==> config.mk <==
export PLATFORM = sky130hd
export DESIGN_NAME = muldiv_unit_flat
export DESIGN_NICKNAME = d
export VERILOG_FILES = /design/src/rtl/muldiv_unit_if.sv /design/src/rtl/muldiv_unit.sv /design/src/flat_wrapper.sv
export SDC_FILE = /design/constraint.sdc
export NUM_CORES = 1
export LEC_CHECK = 0
export BUFFER_PORTS_ARGS = -buffer_cell sky130_fd_sc_hd__clkbuf_2
export CORE_MARGIN = 10
export CORE_UTILIZATION = 31
export CTS_CLUSTER_DIAMETER = 100
export CTS_CLUSTER_SIZE = 28
export DETAILED_ROUTE_END_ITERATION = 12
export PLACE_DENSITY = 0.44
export SLEW_MARGIN = 25
export SYNTH_ARGS = -nofsm -noshare
export SYNTH_HDL_FRONTEND = slang
export SYNTH_SLANG_ARGS = --single-unit
==> constraint.sdc <==
create_clock -name clk -period 10.2 [get_ports clk]
set_input_delay 0.51 -clock clk [delete_from_list [all_inputs] [get_ports clk]]
set_output_delay 0.51 -clock clk [all_outputs]
set_load 0.05 [all_outputs]
==> src/rtl/muldiv_unit_if.sv <==
// Handshake/data bundle between the pipeline and the multiply/divide unit.
// The pipeline side drives operands and commands; the unit returns HI/LO and status.
interface muldiv_unit_if;
  logic        start;
  logic [1:0]  op;
  logic [31:0] foutput1;
  logic [31:0] foutput2;
  logic        mthi;
  logic        mtlo;
  logic        flush;
  logic [31:0] hi;
  logic [31:0] lo;
  logic        busy;
  logic        done;

  modport master (
    output start, op, foutput1, foutput2, mthi, mtlo, flush,
    input  hi, lo, busy, done
  );

  modport slave (
    input  start, op, foutput1, foutput2, mthi, mtlo, flush,
    output hi, lo, busy, done
  );
endinterface

==> src/rtl/muldiv_unit.sv <==
// Iterative MIPS-style multiply/divide unit: 32-step shift-add multiply and
// restoring divide on magnitudes, followed by a sign-fix/commit state.
module muldiv_unit #(
  parameter logic [31:0] DIV0_LO = 32'hFFFF_FFFF
) (
  input  logic          clk,
  input  logic          rst_n,
  muldiv_unit_if.slave  bus
);

  typedef enum logic [1:0] {S_IDLE, S_RUN, S_FIX} state_t;

  state_t      r_state, w_next;
  logic [4:0]  r_cnt;
  logic        r_done;
  logic [31:0] r_hi, r_lo;
  logic [1:0]  r_op;
  logic        r_sa, r_sb;
  logic [31:0] r_m;
  logic [63:0] r_acc;

  function automatic logic [31:0] neg32(input logic [31:0] v);
    return ~v + 32'd1;
  endfunction

  function automatic logic [63:0] neg64(input logic [63:0] v);
    return ~v + 64'd1;
  endfunction

  logic        w_launch, w_signed, w_sa, w_sb;
  logic [31:0] w_amag, w_bmag;
  assign w_launch = (r_state == S_IDLE) & bus.start & ~bus.flush;
  assign w_signed = ~bus.op[0];
  assign w_sa     = w_signed & bus.foutput1[31];
  assign w_sb     = w_signed & bus.foutput2[31];
  assign w_amag   = w_sa ? neg32(bus.foutput1) : bus.foutput1;
  assign w_bmag   = w_sb ? neg32(bus.foutput2) : bus.foutput2;

  // One iteration of each algorithm; r_m holds the multiplicand or the divisor.
  logic [32:0] w_msum, w_shift, w_diff;
  logic [63:0] w_mstep, w_dstep;
  assign w_msum  = {1'b0, r_acc[63:32]} + (r_acc[0] ? {1'b0, r_m} : 33'd0);
  assign w_mstep = {w_msum, r_acc[31:1]};
  assign w_shift = {r_acc[63:32], r_acc[31]};
  assign w_diff  = w_shift - {1'b0, r_m};
  assign w_dstep = w_diff[32] ? {w_shift[31:0], r_acc[30:0], 1'b0}
                              : {w_diff[31:0],  r_acc[30:0], 1'b1};

  // With a zero divisor every step passes the dividend bit straight into the
  // remainder, so after 32 steps the remainder is the dividend magnitude and
  // the sign-fixed remainder equals the original foutput1.
  logic [63:0] w_prod;
  logic [31:0] w_quo, w_rem;
  assign w_prod = (~r_op[0] & (r_sa ^ r_sb)) ? neg64(r_acc) : r_acc;
  assign w_quo  = (r_m == 32'd0) ? DIV0_LO
                : ((r_sa ^ r_sb) ? neg32(r_acc[31:0]) : r_acc[31:0]);
  assign w_rem  = r_sa ? neg32(r_acc[63:32]) : r_acc[63:32];

  always_comb begin
    w_next = r_state;
    case (r_state)
      S_IDLE: if (w_launch) w_next = S_RUN;
      S_RUN: begin
        if (bus.flush)            w_next = S_IDLE;
        else if (r_cnt == 5'd31)  w_next = S_FIX;
      end
      S_FIX:   w_next = S_IDLE;
      default: w_next = S_IDLE;
    endcase
  end

  always_ff @(posedge clk or negedge rst_n) begin
    if (!rst_n) begin
      r_state <= S_IDLE;
      r_cnt   <= 5'd0;
      r_done  <= 1'b0;
      r_hi    <= 32'd0;
      r_lo    <= 32'd0;
    end else begin
      r_state <= w_next;
      r_done  <= (r_state == S_FIX) & ~bus.flush;
      if (r_state == S_RUN && !bus.flush) r_cnt <= r_cnt + 5'd1;
      else                                r_cnt <= 5'd0;
      if (r_state == S_FIX && !bus.flush) begin
        if (r_op[1]) begin
          r_hi <= w_rem;
          r_lo <= w_quo;
        end else begin
          r_hi <= w_prod[63:32];
          r_lo <= w_prod[31:0];
        end
      end else if (r_state == S_IDLE && !w_launch) begin
        if (bus.mthi) r_hi <= bus.foutput1;
        if (bus.mtlo) r_lo <= bus.foutput1;
      end
    end
  end

  always_ff @(posedge clk) begin
    if (w_launch) begin
      r_op  <= bus.op;
      r_sa  <= w_sa;
      r_sb  <= w_sb;
      r_m   <= bus.op[1] ? w_bmag : w_amag;
      r_acc <= {32'd0, bus.op[1] ? w_amag : w_bmag};
    end else if (r_state == S_RUN) begin
      r_acc <= r_op[1] ? w_dstep : w_mstep;
    end
  end

  assign bus.hi   = r_hi;
  assign bus.lo   = r_lo;
  assign bus.busy = (r_state != S_IDLE);
  assign bus.done = r_done;

endmodule
==> src/flat_wrapper.sv <==
// flat-port wrapper written by rule: the top's interface ports become plain ports
module muldiv_unit_flat 
#(
  parameter logic [31:0] DIV0_LO = 32'hFFFF_FFFF
)
  (clk, rst_n, bus_start, bus_op, bus_foutput1, bus_foutput2, bus_mthi, bus_mtlo, bus_flush, bus_hi, bus_lo, bus_busy, bus_done);
  muldiv_unit_if bus_i ();
  input  logic clk;
  input  logic rst_n;
  input wire logic [$bits(bus_i.start)-1:0] bus_start;
  input wire logic [$bits(bus_i.op)-1:0] bus_op;
  input wire logic [$bits(bus_i.foutput1)-1:0] bus_foutput1;
  input wire logic [$bits(bus_i.foutput2)-1:0] bus_foutput2;
  input wire logic [$bits(bus_i.mthi)-1:0] bus_mthi;
  input wire logic [$bits(bus_i.mtlo)-1:0] bus_mtlo;
  input wire logic [$bits(bus_i.flush)-1:0] bus_flush;
  output wire logic [$bits(bus_i.hi)-1:0] bus_hi;
  output wire logic [$bits(bus_i.lo)-1:0] bus_lo;
  output wire logic [$bits(bus_i.busy)-1:0] bus_busy;
  output wire logic [$bits(bus_i.done)-1:0] bus_done;
  assign bus_i.start = bus_start;
  assign bus_i.op = bus_op;
  assign bus_i.foutput1 = bus_foutput1;
  assign bus_i.foutput2 = bus_foutput2;
  assign bus_i.mthi = bus_mthi;
  assign bus_i.mtlo = bus_mtlo;
  assign bus_i.flush = bus_flush;
  assign bus_hi = bus_i.hi;
  assign bus_lo = bus_i.lo;
  assign bus_busy = bus_i.busy;
  assign bus_done = bus_i.done;
  muldiv_unit #(.DIV0_LO(DIV0_LO)) u_core (.clk(clk), .rst_n(rst_n), .bus(bus_i));
endmodule
=== Yosys cells after proc, flatten, opt, wreduce, memory -nomap -nowiden ===
Index checks and enable logic that the tools add are counted.

* Register bits after elaboration: 172
* Word-level logic and storage cells: 80

* Reduce and logical (&&, ||, !) cells: 15
* Bitwise gates (word level): 15
* Add/subtract/negate cells: 8
* Equal/unequal tests: 5
* Muxes and demuxes: 26

{| class="wikitable"
|+ Operator list
! cell !! number
|-
| two-way mux 32 bit || 18
|-
| two-way mux 64 bit || 3
|-
| adder 32 x 1 -> 32 bit (second input constant) || 4
|-
| NOT 32 bit || 4
|-
| adder 64 x 1 -> 64 bit (second input constant) || 1
|-
| NOT 64 bit || 1
|-
| adder 32 x 32 -> 33 bit || 1
|-
| subtractor 33 x 32 -> 33 bit || 1
|-
| logical NOT 32 bit || 1
|-
| nonzero test 2 bit || 5
|-
| bitwise AND 1 bit || 6
|-
| two-way mux 2 bit || 3
|-
| AND reduction 2 bit || 3
|-
| adder 5 x 1 -> 5 bit (second input constant) || 1
|-
| equality test 5 bit (second input constant) || 1
|-
| two-way mux 5 bit || 1
|-
| one-hot mux 2 bit (2 select lines) || 1
|-
| logical AND 1 bit || 3
|-
| != test 3 x 2 -> 1 bit (second input constant) || 1
|-
| NOT 1 bit || 3
|-
| equality test 2 x 1 -> 1 bit (second input constant) || 1
|-
| equality test 2 bit (second input constant) || 1
|-
| logical NOT 1 bit || 2
|-
| logical NOT 2 bit || 1
|-
| other kinds (2) || 2
|}

=== Depth between registers and ports, before layout ===
* Word-level depth: 7
* Depth in mapped cells: 14
* Gate-level depth less buffers: 12

=== Worst setup path before layout ===
Ideal clock, no wire load.

* Path kind: register -> register
* From: reg u_core.r_acc[0]
* To: reg u_core.r_hi[18] (netlist: u_core.bus.hi[18])
* Setup time: 0.130 ns
* Path slack: 6.543 ns
* Arrival: 3.527 ns
* Cell stages (with the launch flop): 13
* Clock period less this slack: 3.657 ns
* Required time: 10.070 ns
* Cells stage by stage: edfxtp_1 -> inv_1 -> clkbuf_1 -> ha_1 -> or3b_2 -> or4_1 -> or4_4 -> or2_4 -> o21a_4 -> buf_6 -> or3_1 -> nand3_1 -> o21ai_1

* Longest elaborated chain between the ends: 5

{| class="wikitable"
|+ Ends and longest elaborated chain
! what !! RTL line !! source
|-
| start: declaration || muldiv_unit.sv:20 || <nowiki>logic [63:0] r_acc;</nowiki>
|-
| start signal: assignment || muldiv_unit.sv:105 || <nowiki>r_acc <= {32'd0, bus.op[1] ? w_amag : w_bmag};</nowiki>
|-
| start signal: assignment || muldiv_unit.sv:107 || <nowiki>r_acc <= r_op[1] ? w_dstep : w_mstep;</nowiki>
|-
| NOT 64 bit || muldiv_unit.sv:27 || <nowiki>return ~v + 64'd1;</nowiki>
|-
| adder 64 x 1 -> 64 bit || muldiv_unit.sv:27 ||
|-
| two-way mux 64 bit || muldiv_unit.sv:54 || <nowiki>assign w_prod = (~r_op[0] & (r_sa ^ r_sb)) ? neg64(r_acc) : r_acc;</nowiki>
|-
| two-way mux 32 bit || muldiv_unit.sv:85 || <nowiki>if (r_op[1]) begin</nowiki>
|-
| two-way mux 32 bit || muldiv_unit.sv:84 || <nowiki>if (r_state == S_FIX && !bus.flush) begin</nowiki>
|-
| end signal: assignment || muldiv_unit.sv:86 || <nowiki>r_hi <= w_rem;</nowiki>
|-
| end signal: assignment || muldiv_unit.sv:89 || <nowiki>r_hi <= w_prod[63:32];</nowiki>
|-
| end signal: assignment || muldiv_unit.sv:93 || <nowiki>if (bus.mthi) r_hi <= bus.foutput1;</nowiki>
|-
| end: declaration || muldiv_unit.sv:16 || <nowiki>logic [31:0] r_hi, r_lo;</nowiki>
|}

No other way between the ends.
A chain may end at the register's enable or synchronous reset.

=== Worst setup path in the final report ===
* From: reg u_core.r_acc[32]
* To: reg u_core.r_acc[60]

* Longest elaborated chain between the ends: 3

{| class="wikitable"
|+ Ends and longest elaborated chain
! what !! RTL line !! source
|-
| subtractor 33 x 32 -> 33 bit || muldiv_unit.sv:45 || <nowiki>assign w_diff = w_shift - {1'b0, r_m};</nowiki>
|-
| two-way mux 64 bit || muldiv_unit.sv:46 || <nowiki>assign w_dstep = w_diff[32] ? {w_shift[31:0], r_acc[30:0], 1'b0}</nowiki>
|-
| two-way mux 64 bit * || muldiv_unit.sv:107 ||
|}

Mark *: on every way between the ends. The rest lies on a longest branch, timed or not.

==> flow_summary.rst <==
.. list-table::
   :header-rows: 1

   * - Metric
     - Value
   * - Number of standard cells after synthesis
     - 1825
   * - Root Driver
     - sky130_fd_sc_hd__clkbuf_16
   * - Worst slew margin relative to its limit
     - 28.9%
   * - Synth top area cells
     - sky130_fd_sc_hd__edfxtp_1, sky130_fd_sc_hd__dfrtp_1, sky130_fd_sc_hd__mux2i_1
   * - Number of max-capacitance violations reported
     - 0
   * - Wire per inst
     - 24.4 um
   * - Sum of net half-perimeters after detailed placement
     - 48500 um
   * - Ys Warns
     - 0
   * - Worst IR drop on VDD
     - 0.121 mV
   * - Horizontal die dimension
     - 240 um
   * - CTS clk-pin slew, worst paths
     - 0.08 ns
   * - Die outline height
     - 240 um
   * - Syn_area_per_cell
     - 8.24 um^2
   * - Netlist area before placement
     - 0.0150 mm^2
   * - Maximum number of pins on one net before global-route repair
     - 78
   * - Min-delay worst type
     - in -> async
   * - Via total after detailed routing
     - 14400
   * - Overflow after GRT
     - 0
   * - Worst-case setup slack after placement
     - 5.76 ns
   * - Highest clock rate
     - 226 MHz
   * - Unrepaired setup endpoints after global routing
     - no
   * - Number of nets in the final layout
     - 2052
   * - Clk Latency, worst-skew pair
     - 0.49 ns
   * - First DRT Iteration DRCs
     - 1154
   * - Type of the worst setup path
     - reg -> reg
   * - Count of antenna-violating nets left after detailed routing
     - 0
   * - RD Place Congestion
     - 0.887
   * - Number of enable flip-flop cells after synthesis
     - 68
   * - Path depth of the worst reg2reg path
     - 12
   * - DR pass1 iterations
     - 5
   * - Dominant synthesized flop cell
     - sky130_fd_sc_hd__dfrtp_1
   * - Syn Nets
     - 1969
   * - Final Worst Setup Slack
     - 5.77 ns
   * - Worst setup EP type
     - register
   * - Library cells used by synthesis
     - 78
   * - Top cells by count, synth
     - sky130_fd_sc_hd__nor2_1, sky130_fd_sc_hd__a21oi_1, sky130_fd_sc_hd__nand2_1
   * - CTS tree
     - done
   * - Core outline area
     - 0.0478 mm^2
   * - Power density of the placed cells
     - 235 mW/mm^2
   * - Fraction of final layout cells with drive strength greater than 1
     - 12.4%
   * - Category of the worst setup path launch point
     - register
   * - Sequential Area
     - 0.00448 mm^2
   * - CP Max Fanout
     - 26
   * - Startpoint of the most critical register-to-register path
     - u_core.r_acc[32]
   * - Row Count
     - 80
   * - Min Clock Period, post-route
     - 4.43 ns
   * - Buffer count from post-CTS setup fixing
     - 0
   * - Transition at the pin with the smallest max-transition slack
     - 1.07 ns
   * - R2R Path End
     - u_core.r_acc[60]
   * - Area growth from synthesis to layout
     - 12.5%
   * - Cell type contributing the most total cell area after synthesis
     - sky130_fd_sc_hd__edfxtp_1
   * - Overall track demand over capacity in global routing
     - 21.1%
   * - Crit path launch
     - u_core.r_acc[32]
   * - Hold violation total from the final report
     - 0
   * - Total Neg Setup Slack
     - 0 ns
   * - Skew final
     - 0.0144 ns
   * - Clock sink count
     - 172
   * - Area share of the largest cell type after synthesis
     - 13.6%
   * - Number of buffers added by the clock tree synthesis step
     - 17
   * - Share of synthesized flip-flops with an asynchronous set or reset
     - 41.9%
   * - Seq cells post-synth
     - 172
   * - Clock buffer depth
     - 2
   * - Global-route wire length before repair
     - 90800 um
   * - Max Transition Viols Final
     - 0
   * - R2R Setup Slk
     - 5.77 ns
   * - Critical Path Sink
     - u_core.r_acc[60]
   * - Die footprint
     - 0.0577 mm^2
   * - Count of endpoints failing setup in the final report
     - 0
   * - Reported leakage power
     - 7.25 nW
   * - Number of buffers added on ports
     - 137
   * - CTS H-Tree Depth
     - 4
   * - Proportion of synthesized chip area in sequential cells
     - 29.8%
   * - Wire length after detailed routing
     - 61800 um
   * - Outcome
     - finished clean
   * - Initial antenna violation count
     - 1
   * - Cell with the most instances after synthesis
     - sky130_fd_sc_hd__nor2_1
   * - Area taken by multi-input logic gates
     - 0.00998 mm^2
   * - DRC violation count after routing
     - 0
   * - Final critical-path share of the clock period
     - 43.4%
   * - Num ports
     - 138
   * - Via count of the first global-routing pass
     - 14200
   * - Post-detailed-route via-to-cell ratio
     - 5.67
   * - Antenna Cells
     - 0
   * - Fill cell instance count of the final layout
     - 5090
   * - Initial standard-cell utilization of the core
     - 31.4%
   * - CP arrival
     - 4.76 ns
   * - Required time at the endpoint of the critical path
     - 10.54 ns
## worst max-delay path, cell delays in order (launching register included)
cell and delay [ns]:
sky130_fd_sc_hd__dfxtp_1 0.48, sky130_fd_sc_hd__inv_1 0.18, sky130_fd_sc_hd__fa_1 0.46, sky130_fd_sc_hd__nand2b_1 0.19, sky130_fd_sc_hd__a21oi_1 0.22, sky130_fd_sc_hd__o2111ai_1 0.28
sky130_fd_sc_hd__a21o_1 0.29, sky130_fd_sc_hd__o31ai_1 0.52, sky130_fd_sc_hd__xor2_4 0.55, sky130_fd_sc_hd__buf_4 0.46, sky130_fd_sc_hd__mux2_2 0.38, sky130_fd_sc_hd__a22oi_1 0.16
sky130_fd_sc_hd__a21oi_1 0.09
## worst min path at each step
stage	to	cells after the start	slack, ns
6_report	u_core.bus.lo[5]	2	0.36
5_1_grt	u_core.bus.lo[4]	2	0.36
4_1_cts	u_core.bus.lo[5]	2	0.35
3_5_place_dp	u_core.bus.lo[4]	1	0.34
3_3_place_gp	u_core.bus.lo[4]	1	0.33
2_1_floorplan	u_core.bus.done	0	0.21
## where the power goes
| group | leakage (nW) | total [mW] | internal (mW) | switching (mW) |
|---|---|---|---|---|
| Clock | 0.272 | 0.681 | 0.325 | 0.356 |
| Sequential | 1.78 | 1.13 | 0.876 | 0.258 |
| Combinational | 5.20 | 2.17 | 0.808 | 1.36 |
| Total | 7.25 | 3.98 | 2.01 | 1.97 |
## layout by cell type, fill, tap and decap left out, drive strengths merged, types with 7 or more instances in the layout
master and count:
dfrtp 72, nor2 180, a31oi 18, nor3 38, o41ai 10, ha 70
nor4 25, or3 15, a211o 7, nand2b 18, clkbuf 152, a21o 31
and2 9, or4 15, nand2 150, mux2 27, o31ai 20, dfxtp 32
xor2 68, edfxtp 68, xnor2 85, a22oi 15, nand4 13, mux2i 141
nor2b 16, a21oi 174, inv 71, nand3 35, o221ai 9, and3 15
o211ai 17, a211oi 13, o21a 10, o21ai 174, buf 24
## cell type report
type	count	share of cell area (%)
Timing Repair Buffer	160	5.12
Clock buffer	17	2.51
Clock inverter	15	0.858
Sequential cell	172	26.5
Multi-Input combinational cell	1492	59.0
Tap cell	615	4.55
Inverter	65	1.44
## sequential cells by signal (all words and copies together), names as in the netlist
signal and count:
u_core.r_cnt 5, u_core.bus.done 1, u_core.r_sa 1, u_core.r_m 32, u_core.bus.lo 32, u_core.bus.hi 32, u_core.r_state 2, u_core.r_acc 64
u_core.r_op 2, u_core.r_sb 1
## routing by layer
metal,global-route usage [%],vias up,part of all wire (%)
li1,-,6858,-
met1,27.2,7023,45
met2,35.1,413,48
met3,3.72,74,4.5
met4,6.81,0,2.8
met5,0,-,0
## cell families after synthesis
group | synth area share, %
AO/OA/AOI/OAI | 22.4
multiplexers | 11.4
buffers and inverters | 4.09
adder cells (fa/ha/maj) | 6.09
XOR/XNOR | 8.91
flip-flops | 29.8
AND/OR/NAND/NOR | 17.3
## per-stage QoR
step | instances | hold slack (ns) | utilization [%] | area, um^2 | power, mW
final | 2536 | 0.361 | 35.4 | 16900 | 3.98
after CTS | 2536 | 0.351 | 35.4 | 16900 | 3.99
after global placement | 2503 | 0.334 | 34.1 | 16300 | 3.30
after floorplan | 1825 | 0.214 | - | 15000 | 2.63
after detailed placement | 2503 | 0.335 | 34.1 | 16300 | 3.29
after global routing | 2536 | 0.356 | 35.4 | 16900 | 4.23
## timing repair
item | 4_1_cts | 5_1_grt
setup endpoints to repair | 0 | 0
endpoints found under the hold margin | 7 | 0
hold buffers | 1 | 0
resized for setup | 0 | 0
(Power assumes the default switching activity.)
